## src/rtl/lcd_controller.sv

```systemverilog
// ============================================================================
//  Module      : lcd_controller
//  Description : HD44780 character-LCD write sequencer (setup/EN/hold/execute).
//                Define LCD_INIT_SEQ_EN to add the power-up init sequence.
//  Revision    : 1.0 - initial release
// ============================================================================
`default_nettype none

module lcd_controller #(
    parameter int unsigned SETUP_CYC      = 2,
    parameter int unsigned EN_HIGH_CYC    = 12,
    parameter int unsigned HOLD_CYC       = 2,
    parameter int unsigned EXEC_CYC       = 2500,
    parameter int unsigned CLEAR_EXEC_CYC = 82000,
    parameter int unsigned INIT_WAIT_CYC  = 750000
) (
    input  logic       i_clk,
    input  logic       i_reset,
    input  logic       i_wr_vld,
    input  logic [8:0] i_wr_data,
    output logic       o_wr_rdy,
    output logic       o_busy,
    output logic [7:0] o_lcd_data,
    output logic       o_lcd_rs,
    output logic       o_lcd_rw,
    output logic       o_lcd_en,
    output logic       o_lcd_on,
    output logic       o_lcd_blon
);

    // A zero-length phase is treated as one cycle.
    localparam int unsigned c_setup_cyc = (SETUP_CYC      == 0) ? 1 : SETUP_CYC;
    localparam int unsigned c_en_cyc    = (EN_HIGH_CYC    == 0) ? 1 : EN_HIGH_CYC;
    localparam int unsigned c_hold_cyc  = (HOLD_CYC       == 0) ? 1 : HOLD_CYC;
    localparam int unsigned c_exec_cyc  = (EXEC_CYC       == 0) ? 1 : EXEC_CYC;
    localparam int unsigned c_clear_cyc = (CLEAR_EXEC_CYC == 0) ? 1 : CLEAR_EXEC_CYC;
    localparam int unsigned c_init_cyc  = (INIT_WAIT_CYC  == 0) ? 1 : INIT_WAIT_CYC;

    localparam int unsigned c_max_0   = (c_setup_cyc > c_en_cyc)   ? c_setup_cyc : c_en_cyc;
    localparam int unsigned c_max_1   = (c_hold_cyc  > c_exec_cyc) ? c_hold_cyc  : c_exec_cyc;
    localparam int unsigned c_max_2   = (c_clear_cyc > c_init_cyc) ? c_clear_cyc : c_init_cyc;
    localparam int unsigned c_max_3   = (c_max_0 > c_max_1) ? c_max_0 : c_max_1;
    localparam int unsigned c_max_cyc = (c_max_3 > c_max_2) ? c_max_3 : c_max_2;
    localparam int          c_cnt_w   = $clog2(c_max_cyc + 1);

    localparam logic [c_cnt_w-1:0] c_ld_setup = c_cnt_w'(c_setup_cyc);
    localparam logic [c_cnt_w-1:0] c_ld_en    = c_cnt_w'(c_en_cyc);
    localparam logic [c_cnt_w-1:0] c_ld_hold  = c_cnt_w'(c_hold_cyc);
    localparam logic [c_cnt_w-1:0] c_ld_exec  = c_cnt_w'(c_exec_cyc);
    localparam logic [c_cnt_w-1:0] c_ld_clear = c_cnt_w'(c_clear_cyc);
    localparam logic [c_cnt_w-1:0] c_ld_one   = c_cnt_w'(1);

    typedef enum logic [2:0] {
        IDLE      = 3'd0,
        SETUP     = 3'd1,
        PULSE     = 3'd2,
        HOLD      = 3'd3,
        EXEC      = 3'd4
`ifdef LCD_INIT_SEQ_EN
        ,
        INIT_WAIT = 3'd5,
        INIT_CMD  = 3'd6
`endif
    } state_t;

    state_t               state_q, state_d;
    logic [c_cnt_w-1:0]   cnt_q,   cnt_d;
    logic [7:0]           data_q,  data_d;
    logic                 rs_q,    rs_d;
    logic                 en_q,    en_d;
    logic                 rdy_q,   rdy_d;

    logic                 w_accept;
    logic                 w_done;
    logic                 w_clear_cmd;
    logic [c_cnt_w-1:0]   w_exec_ld;

`ifdef LCD_INIT_SEQ_EN
    logic [2:0]           idx_q, idx_d;
    logic [7:0]           w_rom_byte;
    logic [c_cnt_w-1:0]   w_wait_left;

    always_comb begin
        case (idx_q[1:0])
            2'd0:    w_rom_byte = 8'h38;
            2'd1:    w_rom_byte = 8'h0C;
            2'd2:    w_rom_byte = 8'h01;
            default: w_rom_byte = 8'h06;
        endcase
    end

    // The counter is cleared by reset, so a zero here means a fresh power-up wait.
    assign w_wait_left = (cnt_q == '0) ? c_cnt_w'(c_init_cyc) : cnt_q;
`endif

    assign w_accept    = i_wr_vld & rdy_q;
    assign w_done      = (cnt_q == c_ld_one);
    assign w_clear_cmd = ~rs_q && (data_q[7:2] == 6'd0) && (data_q[1:0] != 2'd0);
    assign w_exec_ld   = w_clear_cmd ? c_ld_clear : c_ld_exec;

    always_comb begin
        state_d = state_q;
        cnt_d   = cnt_q;
        data_d  = data_q;
        rs_d    = rs_q;
`ifdef LCD_INIT_SEQ_EN
        idx_d   = idx_q;
`endif
        case (state_q)
            IDLE: begin
                if (w_accept) begin
                    data_d  = i_wr_data[7:0];
                    rs_d    = i_wr_data[8];
                    state_d = SETUP;
                    cnt_d   = c_ld_setup;
                end
            end
            SETUP: begin
                if (w_done) begin
                    state_d = PULSE;
                    cnt_d   = c_ld_en;
                end else begin
                    cnt_d   = cnt_q - c_ld_one;
                end
            end
            PULSE: begin
                if (w_done) begin
                    state_d = HOLD;
                    cnt_d   = c_ld_hold;
                end else begin
                    cnt_d   = cnt_q - c_ld_one;
                end
            end
            HOLD: begin
                if (w_done) begin
                    state_d = EXEC;
                    cnt_d   = w_exec_ld;
                end else begin
                    cnt_d   = cnt_q - c_ld_one;
                end
            end
            EXEC: begin
                if (w_done) begin
`ifdef LCD_INIT_SEQ_EN
                    state_d = (idx_q < 3'd4) ? INIT_CMD : IDLE;
`else
                    state_d = IDLE;
`endif
                    cnt_d   = '0;
                end else begin
                    cnt_d   = cnt_q - c_ld_one;
                end
            end
`ifdef LCD_INIT_SEQ_EN
            INIT_WAIT: begin
                if (w_wait_left == c_ld_one) begin
                    state_d = INIT_CMD;
                    cnt_d   = '0;
                end else begin
                    cnt_d   = w_wait_left - c_ld_one;
                end
            end
            INIT_CMD: begin
                data_d  = w_rom_byte;
                rs_d    = 1'b0;
                idx_d   = idx_q + 3'd1;
                state_d = SETUP;
                cnt_d   = c_ld_setup;
            end
`endif
            default: begin
                state_d = IDLE;
                cnt_d   = '0;
            end
        endcase
    end

    assign en_d  = (state_d == PULSE);
    assign rdy_d = (state_d == IDLE);

    always_ff @(posedge i_clk) begin
        if (i_reset) begin
`ifdef LCD_INIT_SEQ_EN
            state_q <= INIT_WAIT;
            rdy_q   <= 1'b0;
            idx_q   <= 3'd0;
`else
            state_q <= IDLE;
            rdy_q   <= 1'b1;
`endif
            cnt_q   <= '0;
            data_q  <= 8'h00;
            rs_q    <= 1'b0;
            en_q    <= 1'b0;
        end else begin
            state_q <= state_d;
            rdy_q   <= rdy_d;
`ifdef LCD_INIT_SEQ_EN
            idx_q   <= idx_d;
`endif
            cnt_q   <= cnt_d;
            data_q  <= data_d;
            rs_q    <= rs_d;
            en_q    <= en_d;
        end
    end

    assign o_wr_rdy   = rdy_q;
    assign o_busy     = ~rdy_q;
    assign o_lcd_data = data_q;
    assign o_lcd_rs   = rs_q;
    assign o_lcd_en   = en_q;
    assign o_lcd_rw   = 1'b0;
    assign o_lcd_on   = 1'b1;
    assign o_lcd_blon = 1'b1;

endmodule

`default_nettype wire

```

## config.mk

```make
export PLATFORM = sky130hd
export DESIGN_NAME = lcd_controller
export DESIGN_NICKNAME = d
export VERILOG_FILES = /design/src/rtl/lcd_controller.sv
export SDC_FILE = /design/constraint.sdc
export NUM_CORES = 1
export LEC_CHECK = 0
export ABC_CLOCK_PERIOD_IN_PS = 3200
export BUFFER_PORTS_ARGS = -buffer_cell sky130_fd_sc_hd__buf_2
export CORE_MARGIN = 3
export CORE_UTILIZATION = 45
export DETAILED_ROUTE_END_ITERATION = 10
export PLACE_DENSITY = 0.65
export SLEW_MARGIN = 20
export SYNTH_ARGS = -nofsm -noshare
export SYNTH_HDL_FRONTEND = slang
export SYNTH_SLANG_ARGS = --single-unit
```

## constraint.sdc

```tcl
create_clock -name i_clk -period 3.2 [get_ports i_clk]
set_clock_uncertainty 0.2 [all_clocks]
set_input_delay 0.16 -clock i_clk [delete_from_list [all_inputs] [get_ports i_clk]]
set_output_delay 0.16 -clock i_clk [all_outputs]
set_load 0.005 [all_outputs]
```

Word-level counts from Yosys, hierarchy flattened
Index checks and enable logic that the tools add are counted.

Flip-flop bits (word level): 34. Output and inout bits: 15. Logic and storage cells: 37.

$add $sub $neg: 1. Eq/ne operators: 7. Multiplexer cells: 13. Bitwise gates (word level): 3. Reductions and logical operators: 7.

Operators by type and width (number): 20-bit 2-to-1 mux (5); 20-bit one-hot mux with 5 select lines (1); 20-bit by 1-bit equality test with 1-bit output, second input constant (1); 20-bit by 1-bit subtractor with 20-bit output, second input constant (1); 17-bit 2-to-1 mux (1); 3-bit 2-to-1 mux (5); 3-bit one-hot mux with 5 select lines (1); 3-bit by 2-bit equality test with 1-bit output, second input constant (3); 3-bit zero test (2); 6-bit zero test (1); 3-bit by 1-bit equality test with 1-bit output, second input constant (1); 3-bit equality test, second input constant (1); 1-bit logical AND (2); 2-bit inequality test, second input constant (1); 1-bit NOT (2); 2-bit AND reduction (1); 2-bit nonzero test (1); 1-bit AND (1).

Logic depth before layout (Yosys ltp)
Word-level depth: 6. Gate-level depth with buffers: 9. Gate-level depth less buffers: 7.

Worst setup path after synthesis
Ideal clock, no wire load.

Path kind: register -> register. Start: register cnt_q[8]. End: register cnt_q[16]. Library setup time: 0.133 ns. Arrival time: 1.905 ns. Data required time: 2.867 ns. Slack: 0.963 ns. Stages on the path, launching flop included: 8. Buffers on the path: 2. Period minus slack after synthesis: 2.237 ns. Cells stage by stage: dfxtp_1 buf_6 or4_4 nand2b_4 buf_6 or4_4 o211ai_2 a31oi_1.

Word-level cells in the longest chain between the ends: 3.

Ends and longest elaborated chain: from (decl) (line 67) `logic [c_cnt_w-1:0] cnt_q, cnt_d;`; from (signal assigned) (line 201) `cnt_q <= cnt_d;`; 20-bit by 1-bit subtractor with 20-bit output / 20-bit by 1-bit equality test with 1-bit output (equally long branches); 20-bit 2-to-1 mux (on tied branches); 20-bit one-hot mux with 5 select lines * (line 109) `case (state_q)`.

Every way passes the cells marked *; elsewhere a longest branch is shown, timed or not. A chain may end at the register's enable or synchronous reset.

Final worst setup path
Start: register cnt_q[1]. End: register cnt_q[6].

Same word-level chain as after synthesis.

==> run summary <==
post-synthesis register bit count -> 34
multi-input logic area -> 0.00110 mm²
routed wire length -> 4.69 mm
Slowest-stage cell, CP -> or3b_2
Yosys top cell by area -> dfxtp_1
Min-Delay Path Class -> in -> reg
first-pass GRT wire length -> 8.07 mm
Root Buffer -> clkbuf_8
Final Cycle Share -> 74.0%
Rows -> 23
Final Max Tran Viols -> 0
Worst Path Buf+Inv -> 1
synthesized cell area -> 0.00191 mm²
largest net degree at the start of global routing -> 36
maximum vdd ir drop -> 0.313 mV
Final Util -> 54.5%
Synth-to-Final Area Change -> 15.8%
Post-synth top flop -> dfxtp_1
Avg Inst Size Synth -> 7.74 µm²
CP delay by family, top -> simple AND/OR/NAND/NOR gates
top-count cell post-synth -> nand2_1
switching share of power -> 37.6%
uppermost routed layer -> met4
max-cap viol count -> 0
CTS tree -> yes
number of global-route vias before repair -> 1780
Worst Path Required -> 3.15 ns
GRT Total Usage -> 19.6%
Ys Warns -> 0
top-area cell type share of the netlist area -> 35.6%
clk_lat worst skew -> 0.29 ns
Final ANT Viol Nets -> 0
total power draw -> 1.51 mW
crit end category -> register
layout cells sized above 1 -> 17.3%
Lkg Pwr -> 0.850 nW
CP arrival -> 2.32 ns
filler cell count -> 385
delay of the slowest critical-path stage -> 0.51 ns
number of port buffers -> 23
Tmin final -> 2.37 ns
Worst-path clk slew -> 0.07 ns
share of flip-flops with an asynchronous set or reset -> 0%
gpl congestion -> 0.895
H-tree depth -> 2
Seq. cell area -> 681 µm²
wire length on met1 -> 2.25 mm
Via density -> 5.86
Post-Place Worst Slack -> 0.857 ns
worst slew pin tran -> 0.663 ns
cell area power density -> 681 mW/mm²
Reg-to-Reg Start -> cnt_q[1]$_SDFFE_PP0P_
Worst Path Class, Setup -> reg -> reg
CP startpoint -> cnt_q[1]$_SDFFE_PP0P_
Num CTS Buffers -> 5
Fin. Hold Viols -> 0
Critical Path Source Type -> register
DR iter-0 viols -> 122
Ports -> 27
Syn Inst Count -> 247
average wire per standard cell -> 14.6 µm
die height -> 71.2 µm
initial antenna violation count -> 0
final setup margin -> 0.831 ns
CP cell instances -> inv_1, ha_1, or3b_2, o31a_1, or2_2, a22oi_1, o211ai_1
setup TNS -> 0 ns
relative slew slack -> 55.8%
GR Overflow Total -> 0
Starting Density -> 47.1%
die area -> 0.00506 mm²
internal power -> 0.939 mW
TritonCTS Sinks -> 34
combinational share of power -> 37.9%
RSZ-0062 raised after global routing -> no
hold_sp -> i_wr_vld
Die W -> 71.2 µm
drt pass-1 iters -> 4
Via Count -> 1888
worst-path fanout max -> 4
Post-DP HPWL -> 3.20 mm
most instantiated cells after synthesis -> 35 x nand2_1, 34 x dfxtp_1, 28 x a21oi_1
clock network power share -> 25.8%
Core Box Area -> 0.00406 mm²
Ant. Diodes -> 0
cell count after placement -> 305
Non-Filler Instances -> 322
Fmax -> 422 MHz
synth top area cells -> dfxtp_1 36%, a21oi_1 7.3%, nand2_1 6.9%
sequential fraction of the synthesis area -> 35.6%
drc violations -> 0
post-synth cell types -> 52
status -> finished, final reports clean
Post-synth EDFFs -> 0
Layout Nets -> 285
Post-CTS Setup Repair Bufs -> 0
register share of total power -> 36.2%
DR WL met2 -> 2.09 mm
DR WL met3 -> 286 µm
Setup Viol. Count Final -> 0
NetSw -> 0.567 mW
Longest Clk Path Bufs -> 2
final timing paths:
path                                endpoint  slack [ns]  depth (start not counted)
setup / recovery       cnt_q[6]$_SDFFE_PP0P_        0.83                          7
hold reg to reg   o_lcd_data[1]$_SDFFE_PP0P_        0.27                          2
setup reg to reg       cnt_q[6]$_SDFFE_PP0P_        0.83                          7
hold / removal        cnt_q[14]$_SDFFE_PP0P_        0.18                          4
worst register-to-register path, cell delays in order (launching register included):
cell and delay [ns]:
dfxtp_1 0.33, inv_1 0.11, ha_1 0.23, or3b_2 0.51, o31a_1 0.29, or2_2 0.31
a22oi_1 0.16, o211ai_1 0.09
stage by stage:
stage	hold WS (ns)	instance area [µm²]
after floorplan	0.0960	1910
after global placement	0.205	2010
after detailed placement	0.206	2010
after CTS	0.168	2210
after global routing	0.229	2210
final	0.175	2210
logic make-up after synthesis:
| family | after synthesis | share of synthesized area, % |
|---|---|---|
| compound gates | 84 | 29.2 |
| xor+xnor | 1 | 0.458 |
| fa+ha+maj | 2 | 1.31 |
| buf+inv | 26 | 6.88 |
| flops | 34 | 35.6 |
| mux | 1 | 0.524 |
| other cells | 2 | 0.393 |
| simple gates | 97 | 25.6 |
power groups by stage:
stage,Clock [mW],Combinational (mW),Sequential [mW]
after floorplan,0,0.474,0.528
after global placement,0,0.557,0.552
after detailed placement,0,0.552,0.553
after CTS,0.398,0.566,0.544
after global routing,0.418,0.636,0.555
final,0.389,0.571,0.546
per-layer routing:
| layer | vias up | global-route usage, % |
|---|---|---|
| li1 | 954 | - |
| met1 | 864 | 26.9 |
| met2 | 62 | 30.0 |
| met3 | 8 | 4.97 |
| met4 | 0 | 6.26 |
| met5 | - | 0 |
flip-flops by register name, indices dropped and copies added, names as in the netlist:
register,flops
o_lcd_en,1
o_lcd_data,8
o_lcd_rs,1
state_q,3
cnt_q,20
o_wr_rdy,1
timing repair:
action / 4_1_cts / 5_1_grt
hold endpoints to repair: 9 / 0
gates resized for setup: 0 / 0
hold buffers: 9 / 0
cell type report:
| cell class | instances | area share (%) |
|---|---|---|
| clock buffers | 5 | 3.11 |
| repair buffers | 36 | 10.6 |
| well taps | 50 | 2.83 |
| clock inverters | 3 | 1.81 |
| inverters | 6 | 1.02 |
| flip-flops and latches | 34 | 30.8 |
| multi-input cells | 188 | 49.8 |
placed cells by master (no fill, tap or decap), types with 6 or more instances in the layout:
cell type,synthesis,final
nand2_1,35,35
dfxtp_1,34,34
dlygate4sd3_1,0,9
o211ai_1,7,7
inv_1,6,6
a31oi_1,8,8
nor3_1,11,11
buf_2,6,23
nand3_1,10,10
o21ai_0,8,8
nor2_1,15,15
a21oi_1,28,28
a311oi_1,6,6
Note: power is estimated with default switching activity, not from simulation.
